[src/rtl/wide_add_pkg.sv]
// Shared constants and FSM state type for the word-serial wide adder.
package wide_add_pkg;

   localparam int unsigned WORD_W = 32;

   typedef enum logic [1:0] {
      IDLE,
      RUN,
      DONE
   } state_t;

endpackage

[src/rtl/wide_add_seq_if.sv]
// Operand/result handshake bundle for wide_add_seq.
// WIDE_ADD_SEQ_SUB_EN adds the in_sub request bit.
interface wide_add_seq_if #(parameter int unsigned NWORDS = 4);
   import wide_add_pkg::*;

   localparam int unsigned W = WORD_W * NWORDS;

   logic         in_valid;
   logic         in_ready;
   logic [W-1:0] in_a;
   logic [W-1:0] in_b;
   logic         in_cin;
`ifdef WIDE_ADD_SEQ_SUB_EN
   logic         in_sub;
`endif
   logic         out_valid;
   logic         out_ready;
   logic [W-1:0] out_sum;
   logic         out_cout;

   modport master (
`ifdef WIDE_ADD_SEQ_SUB_EN
      output in_sub,
`endif
      output in_valid, in_a, in_b, in_cin, out_ready,
      input  in_ready, out_valid, out_sum, out_cout
   );

   modport slave (
`ifdef WIDE_ADD_SEQ_SUB_EN
      input  in_sub,
`endif
      input  in_valid, in_a, in_b, in_cin, out_ready,
      output in_ready, out_valid, out_sum, out_cout
   );

endinterface

[src/rtl/adder.sv]
// 32-bit Kogge-Stone prefix adder with carry-in and carry-out.
module adder (
   output logic        cout,
   output logic [31:0] sum,
   input  logic [31:0] a,
   input  logic [31:0] b,
   input  logic        cin
);

   logic [31:0] half;
   logic [31:0] g;
   logic [31:0] p;
   logic [31:0] c;

   assign half = a ^ b;

   // After the loop g[i]/p[i] are group generate/propagate over bits [i:0].
   always_comb begin
      g = a & b;
      p = a ^ b;
      for (int unsigned k = 0; k < 5; k++) begin
         g = g | (p & (g << (1 << k)));
         p = p & ((p << (1 << k)) | ((32'd1 << (1 << k)) - 32'd1));
      end
      c = g | (p & {32{cin}});
   end

   assign sum  = half ^ {c[30:0], cin};
   assign cout = c[31];

endmodule

[src/rtl/wide_add_seq.sv]
// Word-serial NWORDS x 32-bit adder: one 32-bit word per cycle through a shared adder.
// WIDE_ADD_SEQ_SUB_EN enables A-B via in_sub (B inverted, carry-in forced to 1).
module wide_add_seq
   import wide_add_pkg::*;
#(
   parameter int unsigned NWORDS = 4
) (
   input  logic          clk,
   input  logic          rst,
   wide_add_seq_if.slave bus
);

   localparam int unsigned IW = $clog2(NWORDS);

   state_t state, state_nx;

   logic [NWORDS-1:0][WORD_W-1:0] a_w;
   logic [NWORDS-1:0][WORD_W-1:0] b_w;
   logic [NWORDS-1:0][WORD_W-1:0] s_w;
   logic [IW-1:0]                 idx;
   logic                          carry;
   logic                          cout_r;
   logic                          accept;
   logic                          step;
   logic                          last;
   logic                          rdy;
   logic                          vld;
   logic [WORD_W-1:0]             wa;
   logic [WORD_W-1:0]             wb;
   logic [WORD_W-1:0]             ws;
   logic                          wc;
`ifdef WIDE_ADD_SEQ_SUB_EN
   logic                          sub_r;
`endif

   assign last = (idx == IW'(NWORDS - 1));

   always_ff @(posedge clk) begin
      if (rst) state <= IDLE;
      else     state <= state_nx;
   end

   always_comb begin
      state_nx = state;
      rdy      = 1'b0;
      vld      = 1'b0;
      accept   = 1'b0;
      step     = 1'b0;
      case (state)
         IDLE: begin
            rdy = 1'b1;
            if (bus.in_valid) begin
               accept   = 1'b1;
               state_nx = RUN;
            end
         end
         RUN: begin
            step = 1'b1;
            if (last) state_nx = DONE;
         end
         DONE: begin
            vld = 1'b1;
            if (bus.out_ready) state_nx = IDLE;
         end
         default: state_nx = IDLE;
      endcase
      // Handshakes are masked while reset is held, whatever the current state.
      if (rst) begin
         rdy    = 1'b0;
         vld    = 1'b0;
         accept = 1'b0;
         step   = 1'b0;
      end
   end

   assign wa = a_w[idx];
`ifdef WIDE_ADD_SEQ_SUB_EN
   assign wb = b_w[idx] ^ {WORD_W{sub_r}};
`else
   assign wb = b_w[idx];
`endif

   adder u_add (
      .cout (wc),
      .sum  (ws),
      .a    (wa),
      .b    (wb),
      .cin  (carry)
   );

   always_ff @(posedge clk) begin
      if (rst) begin
         idx    <= '0;
         carry  <= 1'b0;
         cout_r <= 1'b0;
         s_w    <= '0;
`ifdef WIDE_ADD_SEQ_SUB_EN
         sub_r  <= 1'b0;
`endif
      end else if (accept) begin
         a_w   <= bus.in_a;
         b_w   <= bus.in_b;
         idx   <= '0;
`ifdef WIDE_ADD_SEQ_SUB_EN
         sub_r <= bus.in_sub;
         carry <= bus.in_sub | bus.in_cin;
`else
         carry <= bus.in_cin;
`endif
      end else if (step) begin
         s_w[idx] <= ws;
         carry    <= wc;
         if (last) cout_r <= wc;
         else      idx    <= idx + 1'b1;
      end
   end

   assign bus.in_ready  = rdy;
   assign bus.out_valid = vld;
   assign bus.out_sum   = s_w;
   assign bus.out_cout  = cout_r;

endmodule

[src/flat_wrapper.sv]
// flat-port wrapper written by rule: the top's interface ports become plain ports
module wide_add_seq_flat import wide_add_pkg::*;
#(
   parameter int unsigned NWORDS = 4
)
  (clk, rst, bus_in_valid, bus_in_a, bus_in_b, bus_in_cin, bus_out_ready, bus_in_ready, bus_out_valid, bus_out_sum, bus_out_cout);
  wide_add_seq_if #(.NWORDS(NWORDS)) bus_i ();
  input  logic clk;
  input  logic rst;
  input wire logic [$bits(bus_i.in_valid)-1:0] bus_in_valid;
  input wire logic [$bits(bus_i.in_a)-1:0] bus_in_a;
  input wire logic [$bits(bus_i.in_b)-1:0] bus_in_b;
  input wire logic [$bits(bus_i.in_cin)-1:0] bus_in_cin;
  input wire logic [$bits(bus_i.out_ready)-1:0] bus_out_ready;
  output wire logic [$bits(bus_i.in_ready)-1:0] bus_in_ready;
  output wire logic [$bits(bus_i.out_valid)-1:0] bus_out_valid;
  output wire logic [$bits(bus_i.out_sum)-1:0] bus_out_sum;
  output wire logic [$bits(bus_i.out_cout)-1:0] bus_out_cout;
  assign bus_i.in_valid = bus_in_valid;
  assign bus_i.in_a = bus_in_a;
  assign bus_i.in_b = bus_in_b;
  assign bus_i.in_cin = bus_in_cin;
  assign bus_i.out_ready = bus_out_ready;
  assign bus_in_ready = bus_i.in_ready;
  assign bus_out_valid = bus_i.out_valid;
  assign bus_out_sum = bus_i.out_sum;
  assign bus_out_cout = bus_i.out_cout;
  wide_add_seq #(.NWORDS(NWORDS)) u_core (.clk(clk), .rst(rst), .bus(bus_i));
endmodule
[config.mk]
export PLATFORM = sky130hd
export DESIGN_NAME = wide_add_seq_flat
export DESIGN_NICKNAME = d
export VERILOG_FILES = /design/src/rtl/wide_add_pkg.sv /design/src/rtl/wide_add_seq_if.sv /design/src/rtl/adder.sv /design/src/rtl/wide_add_seq.sv /design/src/flat_wrapper.sv
export SDC_FILE = /design/constraint.sdc
export NUM_CORES = 1
export LEC_CHECK = 0
export ABC_AREA = 1
export CAP_MARGIN = 20
export CORE_AREA = 2 2 262 264
export DETAILED_ROUTE_END_ITERATION = 10
export DIE_AREA = 0 0 264 266
export GPL_TIMING_DRIVEN = 1
export PLACE_DENSITY = 0.55
export SLEW_MARGIN = 20
export SYNTH_ARGS = -nofsm -noshare
export SYNTH_HDL_FRONTEND = slang
export SYNTH_HIERARCHICAL = 1
export SYNTH_SLANG_ARGS = --single-unit
[constraint.sdc]
create_clock -name clk -period 9.25 [get_ports clk]
set_input_delay 2.775 -clock clk [delete_from_list [all_inputs] [get_ports clk]]
set_output_delay 2.775 -clock clk [all_outputs]
set_load 0.05 [all_outputs]
# Word-level counts from Yosys, hierarchy flattened
# Index checks and enable logic that the tools add are counted.
# W data, S select, Z words.
dict set report word_totals {
  regBits 390
  output_inout_bits 131
  elab_cells 79
}
dict set report classes {
  n_addsub 1
  magnitude_cmp 2
  n_eq_ne 6
  muxes 22
  n_bitwise 23
  reduce_logical 9
}
# op count
set ops {}
lappend ops {{$and A32 B32 Y32} 12}
lappend ops {{$or A32 B32 Y32} 6}
lappend ops {{$bmux W32 S2} 2}
lappend ops {{$bwmux W128} 1}
lappend ops {{$mux W32} 3}
lappend ops {{$demux W32 S2} 1}
lappend ops {{$xor A32 B32 Y32} 2}
lappend ops {{$mux W1} 11}
lappend ops {{$mux W2} 3}
lappend ops {{$pmux W2 S3} 1}
lappend ops {{$reduce_and A2 Y1} 3}
lappend ops {{$reduce_and A3 Y1} 2}
lappend ops {{$eq A2 B2 Y1 const B} 2}
lappend ops {{$ne A2 B2 Y1 const B} 2}
lappend ops {{$lt A2 B3 Y1 const B} 1}
lappend ops {{$not A1 Y1} 3}
lappend ops {{$add A2 B1 Y2 const B} 1}
lappend ops {{$eq A2 B1 Y1 const B} 1}
lappend ops {{$ge A2 B1 Y1 const B} 1}
lappend ops {{$logic_not A2 Y1} 1}
lappend ops {{$ne A2 B1 Y1 const B} 1}
lappend ops {{$reduce_bool A2 Y1} 1}
lappend ops {{$reduce_or A2 Y1} 1}
lappend ops {{$logic_and A1 B1 Y1} 1}

# Longest topological paths before layout
dict set report logic_depth {
  depth_word 16
  ltp_mapped 21
  mapped_depth_nobuf 18
}

# By module
# The synthesis kept the hierarchy.
# mod instances cells_per_inst area_each_um2 seq_area_each_um2
set modules_own_cells {}
lappend modules_own_cells {wide_add_seq 1 1228 14146.1 10369.9}
lappend modules_own_cells {adder 1 527 2537.4 0.0}

# Least setup slack after synthesis
# OpenSTA, ideal clock, no wires.
dict set report synth_path {
  path_type {input to register}
  from {input rst}
  to {register u_core/a_w[0] (netlist bit), enable pin}
  setup_time_ps 606
  arrival_ps 8136
  setup_slack_ps 508
  stages 4
  path_cell_list {inv_2 -> buf_2 -> nand3_1 -> inv_1}
}
dict set report synth_via {
  elab_chain_cells 2
  elab_cells_between_ends 3
  classes_between {1 x mux; 1 x bitwise; 1 x reduce/logical}
}
# item line
set synth_lines {}
lappend synth_lines {{start, declared} flat_wrapper.sv:9} ;# input logic rst;
lappend synth_lines {{$mux W1 or $not A1 Y1 (tied branches)} -}
lappend synth_lines {{$reduce_and A2 Y1 (no source line) (*)} -}
lappend synth_lines {{end signal, assigned} wide_add_seq.sv:101} ;# a_w <= bus.in_a;
lappend synth_lines {{end, declared} wide_add_seq.sv:17} ;# logic [NWORDS-1:0][WORD_W-1:0] a_w;
# Mark *: on every way between the ends. The rest lies on a longest branch, timed or not.
# A chain may end at the register's enable or synchronous reset.

# Worst setup path after layout
dict set report layout_path {
  from {input rst}
  to {output bus_in_ready}
}
dict set report layout_via {
  elab_chain_cells 1
}
# item line
set layout_lines {}
lappend layout_lines {{$mux W1} wide_add_seq.sv:68} ;# if (rst) begin
lappend layout_lines {{end, declared} flat_wrapper.sv:15} ;# output wire logic [$bits(bus_i.in_ready)-1:0] bus_in_ready;
# No other way between the ends.

==> results.cfg <==
[clock_network]
cts-htree-levels = 2
cts-buffers-inserted = 44
cts_tree = done
postCtsSetupBuffers = 0
path_clk_slew_ns = 0.06
clockBufferDepth = 3
cts_sinks = 390
root_buffer = clkbuf_16
clkLatencyLatePin_ns = 0.58
cts.repair.resized = 0
hold_buffers = 0

[layout]
nFillCells = 6888
seqCellArea_um2 = 10380
area_growth_pct = 36.80
drive_gt1_share_pct = 4.784
fin_nets = 2420
fin_cells = 3039
multi_input_area_um2 = 5520

[floorplan]
die_h_um = 266
num_rows = 96
die_x_um = 264
core_um2 = 67750
ios = 392
fp.dieArea_um2 = 70220
start_util_pct = 24.63

[timing]
tns_ns = 0
period_minus_slack_ns = 7.036
slew_headroom_pct = 41.51
finalHoldViolations = 0
clock-skew-final_ns = 0.02525
final_max_slew_viol_count = 0
max_freq_mhz = 142.1
rsz0062_at_grt = no
period_share_pct = 76.06
finalSetupViolCount = 0
setup_slack_ns = 2.214
holdWs_ns = 0.4713
worst_pin_slew_ns = 0.8744

[logic_synthesis]
yosysTopAreaCellShare_pct = 46.08
syn_inst = 1755
synth.most_common_cell = nand2_1
async_reset_ff_share_pct = 0
synth_edf_count = 256
synth_area_leaders = edfxtp_1, dfxtp_1, nand2_1
yosysTopAreaCell = edfxtp_1
synth_seq_cells = 390
synth_fp_nets = 2053
syn_area_um2 = 16680
avgSynthCellArea_um2 = 9.506
ys_types = 37
synthFlopType = edfxtp_1
yosys-top-cells-count = nand2_1, edfxtp_1, o21ai_0
yosysSeqAreaShare_pct = 62.16
ys_warn_count = 6

[route]
final_antenna_net_count = 0
post_drt_wl_per_cell_um = 17.59
post_drt_via_cell_ratio = 4.410
first_pass_iters = 5
wl_um = 53450
vias = 13400
drcViolationCount = 0
drt_iter0_markers = 1070

[placed_design]
numPortBuffers = 391
dpl.cell_count = 2958
post-dp-hpwl_um = 39100
dp_slack_ns = 2.206
globalplace.congestion = 0.9162

[setup_path]
crit_fanout = 5
crit_arrival_ns = 4.26
slowest_stage = clkdlybuf4s50_1
r2r_start = u_core/idx[0]
setup.worst_path.end = bus_in_ready
r2r_end = u_core/bus.out_sum[80]
r2r_slack_ns = 4.74
critPathKind = primary input to output pin
path_cells = clkdlybuf4s50_1 > nor3_1 > clkdlybuf4s50_1
reg2reg_depth = 16
cp_data_required_time_ns = 6.48
critPathMaxStageDelay_ns = 0.83
crit_path_start = rst
path_common_cell = clkdlybuf4s50_1
endpoint_kind = output pin
cp-start-kind = primary input

[power_and_ir_drop]
power.leakage_nw = 8.432
total_power_mw = 4.943
p_per_area_nw_per_um2 = 216.6
ir_drop_mv = 0.08979

[global_route]
grt_usage_pct = 14.73
grt_pass1_wl_um = 78140
antenna_found_initial = 7
grt_max_degree = 106
overflow = 0
grt_pass1_vias = 13040

[run]
drv_cap = 0

[status]
outcome = complete, no violations

[hold_path]
hold_path_class = register to register
[metrics by stage]
step	utilization (%)	instance area (um^2)
floorplan	-	16680
global placement	31.67	21460
detailed placement	31.67	21460
CTS	33.68	22810
global route	33.69	22820
finish	33.69	22820
[worst max-delay path: cells and delay by family]
family | cells | cell delay [ns]
simple gates | 1 | 0.17
buf+inv | 2 | 1.32
[placed cells by master (no fill, tap or decap), drive strengths merged, types with 2 or more instances in the layout]
cell type      instances
nand4                  5
a21oi                 22
ha                    36
clkbuf                58
o21ai                262
xor2                  15
dfxtp                134
nand2                503
edfxtp               256
nor2                 194
diode                  4
nand3                 47
clkinv                14
o22ai                 64
or2                    2
inv                  117
clkinvlp               2
nor3                   9
buf                   12
clkdlybuf4s50        391
nand3b                 2
[how the worst min path moves through the flow]
stage / slack, ns / end / cells past startpoint / from
after floorplan: 0.59 / u_core/idx[0] / 3 / u_core/state[1]
after global placement: 0.46 / u_core/bus.out_sum[123] / 2 / u_core/bus.out_sum[123]
after detailed placement: 0.46 / u_core/bus.out_sum[105] / 2 / u_core/bus.out_sum[105]
after CTS: 0.47 / u_core/bus.out_sum[105] / 2 / u_core/bus.out_sum[105]
after global routing: 0.48 / u_core/bus.out_sum[99] / 2 / u_core/bus.out_sum[99]
final: 0.47 / u_core/bus.out_sum[105] / 2 / u_core/bus.out_sum[105]
[final cells by class]
cell class / instances / share of cell area [%]
inverters: 115 / 1.941
clock inverters: 19 / 0.6579
well taps: 882 / 4.835
flip-flops and latches: 390 / 45.46
repair buffers: 403 / 17.60
clock buffers: 58 / 5.279
multi-input cells: 1168 / 24.19
diodes: 4 / 0.04386
[metal layers]
metal	wire length [um]	vias up	global-route usage, %
li1	-	6657	-
met1	23590	6192	19.22
met2	24560	461	23.92
met3	3615	86	3.401
met4	1639	6	5.175
met5	49	-	0
[registers in the layout, indices dropped and copies added, names as in the netlist]
name	flops
u_core/idx	2
u_core/a_w	128
u_core/bus.out_sum	128
u_core/b_w	128
u_core/state	2
u_core/bus.out_cout	1
u_core/carry	1
[cells by family (layout without fill, tap and decap cells)]
group / after synthesis / in the layout / synth area share (%)
AOI/OAI and AO/OA: 350 / 350 / 11.02
xor gates and xnor gates: 16 / 16 / 0.8400
adders and majority gates: 37 / 37 / 2.820
buffers and inverters: 197 / 595 / 4.785
DFF: 390 / 390 / 62.16
other: 0 / 4 / 0
and+or+nand+nor: 765 / 765 / 18.37
[report_power, final]
part	switching, mW	leakage [nW]	total, mW	internal, mW
Sequential	0.0475	3.46	2.01	1.96
Clock	0.710	0.659	1.66	0.947
Combinational	0.888	4.32	1.28	0.387
Total	1.65	8.43	4.94	3.30
Power figures use the tool's default switching activity.
